===== src/rtl/ct_spsram_ctrl_pkg.sv =====
// rtl/ct_spsram_ctrl_pkg.sv - shared constants and state type for the SRAM front-end controller
package ct_spsram_ctrl_pkg;

  localparam int ADDR_WIDTH_DEF = 9;
  localparam int DATA_WIDTH_DEF = 22;
  localparam int INIT_COUNT     = 512;

  typedef enum logic {
    ST_INIT = 1'b0,
    ST_RUN  = 1'b1
  } ctrl_state_t;

endpackage


===== src/rtl/ct_spsram_512x22_ctrl.sv =====
// rtl/ct_spsram_512x22_ctrl.sv - request/response front end for a 512x22 single-port SRAM
// Zero-fills the array after reset or flush, then serves masked writes and one read at a time.
module ct_spsram_512x22_ctrl
  import ct_spsram_ctrl_pkg::*;
#(
  parameter int ADDR_WIDTH = ADDR_WIDTH_DEF,
  parameter int DATA_WIDTH = DATA_WIDTH_DEF
) (
  input  logic                  CLK,
  input  logic                  RST,
  input  logic                  req_vld,
  output logic                  req_rdy,
  input  logic                  req_wr,
  input  logic [ADDR_WIDTH-1:0] req_addr,
  input  logic [DATA_WIDTH-1:0] req_wdata,
  input  logic [DATA_WIDTH-1:0] req_wmask,
  output logic                  rsp_vld,
  input  logic                  rsp_rdy,
  output logic [DATA_WIDTH-1:0] rsp_data,
  input  logic                  flush,
  output logic                  init_done,
  output logic [ADDR_WIDTH-1:0] A,
  output logic                  CEN,
  output logic                  GWEN,
  output logic [DATA_WIDTH-1:0] WEN,
  output logic [DATA_WIDTH-1:0] D,
  input  logic [DATA_WIDTH-1:0] Q
);

  localparam int CW = $clog2(INIT_COUNT) + 1;

  ctrl_state_t   state;
  logic [CW-1:0] cnt;
  logic          rd_s1;
  logic          rd_s2;
  logic          rd_busy;
  logic          flush_go;
  logic          accept;

  // A read stays "in the pipeline" from accept until its response is taken.
  assign rd_busy  = rd_s1 | rd_s2 | rsp_vld;
  assign flush_go = (state == ST_RUN) & flush & ~rd_busy;

  always_comb begin
    req_rdy = 1'b0;
    if (state == ST_RUN && !flush_go) begin
      if (req_wr) req_rdy = 1'b1;
      else        req_rdy = ~rd_s1 & ~rd_s2 & (~rsp_vld | rsp_rdy);
    end
  end

  assign accept = req_vld & req_rdy;

  always_ff @(posedge CLK or posedge RST) begin
    if (RST) begin
      state     <= ST_INIT;
      cnt       <= '0;
      init_done <= 1'b0;
      rd_s1     <= 1'b0;
      rd_s2     <= 1'b0;
      rsp_vld   <= 1'b0;
      rsp_data  <= '0;
      CEN       <= 1'b1;
      GWEN      <= 1'b1;
      WEN       <= '1;
      A         <= '0;
      D         <= '0;
    end else begin
      CEN   <= 1'b1;
      GWEN  <= 1'b1;
      WEN   <= '1;
      rd_s1 <= 1'b0;
      rd_s2 <= rd_s1;

      // Q is valid the cycle after the read strobe; capture it then.
      if (rd_s2) begin
        rsp_data <= Q;
        rsp_vld  <= 1'b1;
      end else if (rsp_vld && rsp_rdy) begin
        rsp_vld  <= 1'b0;
      end

      case (state)
        ST_INIT: begin
          if (cnt == CW'(INIT_COUNT)) begin
            state     <= ST_RUN;
            init_done <= 1'b1;
          end else begin
            CEN  <= 1'b0;
            GWEN <= 1'b0;
            WEN  <= '0;
            A    <= ADDR_WIDTH'(cnt);
            D    <= '0;
            cnt  <= cnt + 1'b1;
          end
        end
        ST_RUN: begin
          if (flush_go) begin
            state     <= ST_INIT;
            cnt       <= '0;
            init_done <= 1'b0;
          end else if (accept) begin
            CEN <= 1'b0;
            A   <= req_addr;
            if (req_wr) begin
              GWEN <= 1'b0;
              WEN  <= ~req_wmask;
              D    <= req_wdata;
            end else begin
              rd_s1 <= 1'b1;
            end
          end
        end
        default: state <= ST_INIT;
      endcase
    end
  end

endmodule


===== config.mk =====
export PLATFORM = sky130hd
export DESIGN_NAME = ct_spsram_512x22_ctrl
export DESIGN_NICKNAME = d
export VERILOG_FILES = /design/src/rtl/ct_spsram_ctrl_pkg.sv /design/src/rtl/ct_spsram_512x22_ctrl.sv
export SDC_FILE = /design/constraint.sdc
export NUM_CORES = 1
export LEC_CHECK = 0
export ABC_CLOCK_PERIOD_IN_PS = 5000
export BUFFER_PORTS_ARGS = -buffer_cell sky130_fd_sc_hd__buf_2
export CORE_MARGIN = 2
export CORE_UTILIZATION = 43
export CTS_BUF_LIST = sky130_fd_sc_hd__clkbuf_16
export DETAILED_ROUTE_END_ITERATION = 12
export GPL_ROUTABILITY_DRIVEN = 0
export GPL_TIMING_DRIVEN = 0
export PLACE_DENSITY = 0.72
export SYNTH_ARGS = -nofsm -noshare
export SYNTH_HDL_FRONTEND = slang
export SYNTH_SLANG_ARGS = --single-unit

===== constraint.sdc =====
create_clock -name CLK -period 5 [get_ports CLK]
set_input_delay 0.5 -clock CLK [delete_from_list [all_inputs] [get_ports CLK]]
set_output_delay 0.5 -clock CLK [all_outputs]
set_load 0.005 [all_outputs]

After elaboration in Yosys (flattened, before gate mapping)
Index checks and enable logic that the tools add are counted.
Widths: inputs -> output; s select.
- add/sub/neg operators: 1
- $mul: 0
- divide/modulo/power cells: 0
- magnitude comparators: 0
- eq/ne operators: 7
- shift-type cells: 0
- muxes and demuxes: 37
- bitwise gates (word level): 14
- reductions and logical operators: 8
- operator list (cell ; count):
    $mux 22 ; 8
    $pmux 22 s2 ; 2
    $mux 9 ; 3
    $not 22->22 ; 1
    $mux 10 ; 2
    $pmux 10 s2 ; 1
    $pmux 9 s2 ; 1
    $mux 1 ; 16
    $add 10x1->10 const B ; 1
    $eq 10x10->1 const B ; 1
    $ne 2x2->1 const B ; 4
    $pmux 1 s2 ; 4
    $and 1x1->1 ; 5
    $not 1->1 ; 5
    $ne 2x1->1 const B ; 2
    $reduce_and 2->1 ; 2
    $reduce_and 4->1 ; 1
    $or 1x1->1 ; 3
    $reduce_and 3->1 ; 1
    $logic_and 1x1->1 ; 2
    $reduce_bool 2->1 ; 1
    $logic_not 1->1 ; 1
- flip-flop bits (word level): 92
- bits in latches: 0
- memory bits (writable): 0
- ROM bits: 0
- input bits: 81
- output and inout bits: 80
- word-level logic and storage cells: 79
- memories: 0

Longest topological paths before layout
- word-level depth: 11
- depth in mapped cells: 9
- mapped depth without buffers: 6

Worst setup path after synthesis
No wires, ideal clock.
- kind: register -> register
- start: reg rd_s2
- end: reg A[0]
- setup time: 125 ps
- arrival: 1892 ps
- required time: 4875 ps
- slack: 2984 ps
- cell stages (with the launch flop): 10
- path buffers: 4
- clock period less this slack: 2016 ps
- path through: dfrtp_1 -> buf_6 -> or4b_4 -> buf_6 -> nand2_1 -> o21ai_0 -> nand2b_1 -> buf_4 -> buf_8 -> mux2_2
- longest elaborated chain between the ends: 10
- elaborated cells between the ends (all ways): 15
- classes of those cells: eq/ne (2); mux (2); bitwise (8); reduce/logical (3)
- RTL lines (element ; line ; RTL):
    from (decl) ; ct_spsram_512x22_ctrl.sv:35 ; logic rd_s2;
    from (signal assigned) ; ct_spsram_512x22_ctrl.sv:73 ; rd_s2 <= rd_s1;
    $or 1x1->1 (2 in series) ; ct_spsram_512x22_ctrl.sv:41 ; assign rd_busy = rd_s1 | rd_s2 | rsp_vld;
    $not 1->1 ; ct_spsram_512x22_ctrl.sv:42 ; assign flush_go = (state == ST_RUN) & flush & ~rd_busy;
    $and 1x1->1 ; ct_spsram_512x22_ctrl.sv:42 ;
    $logic_not 1->1 ; ct_spsram_512x22_ctrl.sv:46 ; if (state == ST_RUN && !flush_go) begin
    $logic_and 1x1->1 ; ct_spsram_512x22_ctrl.sv:46 ;
    $mux 1 ; ct_spsram_512x22_ctrl.sv:46 ;
    $and 1x1->1 ; ct_spsram_512x22_ctrl.sv:52 ; assign accept = req_vld & req_rdy;
    $ne 2x1->1 (no source line) ; -- ;
    $reduce_and 3->1 (no source line) * ; -- ;
    to (signal assigned) ; ct_spsram_512x22_ctrl.sv:92 ; A <= ADDR_WIDTH'(cnt);
    to (signal assigned) ; ct_spsram_512x22_ctrl.sv:104 ; A <= req_addr;
    to (decl) ; ct_spsram_512x22_ctrl.sv:22 ; output logic [ADDR_WIDTH-1:0] A,
Mark *: on every way between the ends. The rest lies on a longest branch, timed or not.
A chain may end at the register's enable or synchronous reset.

Worst setup path in the final report
- start: reg rd_s2
- end: out req_rdy
- longest elaborated chain between the ends: 7
- elaborated cells between the ends (all ways): 11
- classes of those cells: mux (2); bitwise (7); reduce/logical (2)
- RTL lines (element ; line ; RTL):
    $or 1x1->1 (2 in series) ; ct_spsram_512x22_ctrl.sv:41 ;
    $not 1->1 ; ct_spsram_512x22_ctrl.sv:42 ;
    $and 1x1->1 ; ct_spsram_512x22_ctrl.sv:42 ;
    $logic_not 1->1 ; ct_spsram_512x22_ctrl.sv:46 ;
    $logic_and 1x1->1 ; ct_spsram_512x22_ctrl.sv:46 ;
    $mux 1 * ; ct_spsram_512x22_ctrl.sv:46 ;
    to (decl) ; ct_spsram_512x22_ctrl.sv:12 ; output logic req_rdy,
Marks and branches as above.

==> flow_summary.rst <==
.. list-table::
   :header-rows: 1

   * - Metric
     - Value
   * - Proportion of synthesized chip area in sequential cells
     - 59.5%
   * - Number of enable flip-flop cells after synthesis
     - 0
   * - Status
     - complete, no violations
   * - Initial cell density of the core
     - 44.7%
   * - Post-synth ARST share
     - 100%
   * - Post-synth top cells
     - 68 x dfrtp_1, 60 x nand3_1, 49 x nand2_1
   * - Number of synthesized register bits
     - 92
   * - Buffer cell driving the clock tree root
     - clkbuf_16
   * - Cell family with the largest share of critical-path delay
     - simple AND/OR/NAND/NOR gates
   * - Launch point of the worst path
     - rd_s2
   * - Clock Latency Late Sink
     - 330 ps
   * - Register-to-register setup slack
     - 2850 ps
   * - TritonCTS clock tree
     - yes
   * - Fill cell total of the finished layout
     - 734
   * - Worst vdd rail ir drop
     - 0.251 mV
   * - R2r worst-path depth
     - 9
   * - Clock slew at reported path FFs
     - 70 ps
   * - Drt pass-1 iters
     - 4
   * - Cells after synthesis
     - 345
   * - Cell mode on critical path
     - buf_6
   * - Horizontal die dimension
     - 99.5 um
   * - Routed length per placed instance
     - 15.0 um
   * - Area of the multi-input gates
     - 1440 um^2
   * - Post-synthesis cell area
     - 3920 um^2
   * - Max cap viols
     - 0
   * - Worst slack on hold paths
     - 197 ps
   * - Slew HR
     - 61.2%
   * - Most area-consuming cells after synthesis
     - dfrtp_1 43%, dfstp_2 16%, mux2_2 11%
   * - Final Instance Area
     - 5190 um^2
   * - Setup repair after global routing missed its margin
     - no
   * - Destination of the worst register-to-register timing path
     - A[4]
   * - Avg Cell Area, Syn
     - 11.4 um^2
   * - Routed Antenna Nets
     - 0
   * - Antenna violations before repair
     - 0
   * - Maximum net fanout on the critical path
     - 9
   * - Via count of the first global-routing pass
     - 2,997
   * - Final total negative setup slack
     - 0 ps
   * - Total count of max-transition violations in the final report
     - 0
   * - Full die area
     - 9900 um^2
   * - Hold-fix buffers, CTS
     - 0
   * - Min-delay worst type
     - input pin to asynchronous set/reset pin
   * - Global-route wire length before repair
     - 14,800 um
   * - Reg area
     - 2330 um^2
   * - Delay of the slowest cell on the worst path
     - 530 ps
   * - Min Clock Period, post-route
     - 2320 ps
   * - Post-synth top area cell
     - dfrtp_1
   * - CTS max path bufs
     - 2
   * - Arrival time of data at the critical path endpoint
     - 1820 ps
   * - Highest clock rate
     - 431 MHz
   * - Share of final-layout standard cells stronger than drive strength 1
     - 47.6%
   * - Startpoint of the worst-slack reg-to-reg timing path
     - rd_s2
   * - Series of cell instances along the critical path
     - buf_6 > or4b_4 > buf_6 > nand2_1 > nor2_1 > buf_2
   * - Final hold violation count
     - 0
   * - Combined global-route utilization of all metal layers
     - 19.0%
   * - Via-per-instance ratio
     - 5.09
   * - IO Port Bufs
     - 159
   * - Total wire length
     - 9440 um
   * - Core box area
     - 8760 um^2
   * - Most common cell in the synthesized netlist
     - dfrtp_1
   * - Total I/O pin count
     - 161
   * - Static leakage
     - 2.97 nW
   * - Count of warnings emitted by yosys
     - 0
   * - Synth cell types
     - 30
   * - Req. time, crit path
     - 4500 ps
   * - Cell area after placement
     - 4880 um^2
   * - Startpoint type of the worst setup path
     - register
   * - Core utilization of the finished layout
     - 59.3%
   * - Share of Yosys cell area claimed by the top area cell type
     - 43.4%
   * - WP buf/inv
     - 3
   * - Number of buffers created by CTS
     - 9
   * - Power density over the cells
     - 299 nW/um^2
   * - Number of nets in the finished design
     - 599
   * - DRC violation count after routing
     - 0
   * - Worst path slowest cell
     - or4b_4
   * - Die Height
     - 99.5 um
   * - Count of instances resized after the clock tree is built
     - 0
   * - Worst-Margin Slew
     - 581 ps
   * - Initial detailed-routing violation count
     - 65
   * - Via count
     - 3,204
   * - Area delta synth->final
     - 32.4%
   * - Number of buffers inserted by post-CTS setup repair
     - 0
   * - CTS Sinks
     - 92
   * - H-tree lvl count
     - 3
   * - Most frequently used flop master after synthesis
     - dfrtp_1
   * - Number of diodes
     - 0
   * - Number of cell rows
     - 34
   * - Worst clock skew on the final layout
     - 8.42 ps
   * - Overflow left after global routing
     - 0
   * - Fraction of the cycle the final worst path needs
     - 46.4%
   * - Critical path capture point type
     - output port
   * - # setup viols final
     - 0
   * - Largest net degree at the start of global routing
     - 57
   * - Net count of the mapped netlist
     - 428
   * - Estimated wirelength of the detail-placed design
     - 6820 um
   * - Setup CP Type
     - register to output port
how the worst max path moves through the flow:
stage	endpoint	slack (ps)	depth (start not counted)
floorplan	A[0]	2150	1
global placement	rsp_data[21]	1090	2
detailed placement	A[4]	2830	9
CTS	req_rdy	2670	6
global route	req_rdy	2620	6
finish	req_rdy	2680	6
worst reg2reg max path, cell delays in order, from the launching register on:
cell	delay, ps
dfrtp_1	370
buf_6	130
or4b_4	530
buf_6	150
nand2_1	60
o21ai_0	80
nand2b_1	80
buf_4	150
buf_8	150
mux2_2	340
sequential cells by signal, indices dropped and copies added, names as in the netlist:
register	cells
CEN	1
rsp_data	22
D	22
rsp_vld	1
rd_s1	1
state	1
rd_s2	1
init_done	1
A	9
GWEN	1
cnt	10
WEN	22
logic make-up after synthesis:
family | synth area share (%)
buffers and inverters | 3.92
AND/OR/NAND/NOR | 16.3
multiplexers | 11.2
XOR/XNOR | 1.56
flip-flops | 59.5
AO/OA/AOI/OAI | 6.92
adder cells (fa/ha/maj) | 0.638
per-stage QoR:
| step | worst slack, ps | cells | power (mW) |
|---|---|---|---|
| finish | 2680 | 629 | 1.55 |
| global route | 2620 | 629 | 1.61 |
| CTS | 2670 | 629 | 1.57 |
| detailed placement | 2830 | 613 | 0.859 |
| global placement | 1090 | 612 | 0.854 |
| floorplan | 2150 | 345 | 0.810 |
cell type report:
cell class / count / share of cell area [%]
sequential: 92 / 44.9
timing repair buffer: 160 / 15.9
clock buffer: 9 / 4.34
clock inverter: 7 / 1.64
buffer: 27 / 2.67
multi-input combinational: 222 / 27.6
tap: 108 / 2.60
inverter: 4 / 0.337
placed cells by master, fill, tap and decap left out, drive strengths merged:
master,n
nand3,60
nor4b,2
nor3,1
xor2,6
bufinv,2
o21ai,4
nor4,1
clkinv,2
or3,1
or4b,1
and3,2
inv,7
nand2b,3
xnor2,1
nor2,12
buf,170
dfstp,24
clkbuf,26
a32o,3
dfrtp,68
nand4,2
a21o,25
a22o,1
mux2,39
and4,1
nand2,49
ha,2
a21oi,5
nand3b,1
where the power goes:
part           total [mW]  leakage [nW]  switching (mW)  internal, mW
sequential          0.761          1.17         0.00746         0.754
clock               0.709         0.163           0.277         0.433
combinational      0.0833          1.64          0.0424        0.0409
metal layers:
layer | global-route usage (%) | vias up | routed length, um
met5 | 0 | - | 0
met3 | 3.09 | 15 | 502
met2 | 31.6 | 104 | 4670
met4 | 7.27 | 0 | 197
li1 | - | 1533 | -
met1 | 25.1 | 1552 | 4070
(Power assumes the default switching activity.)
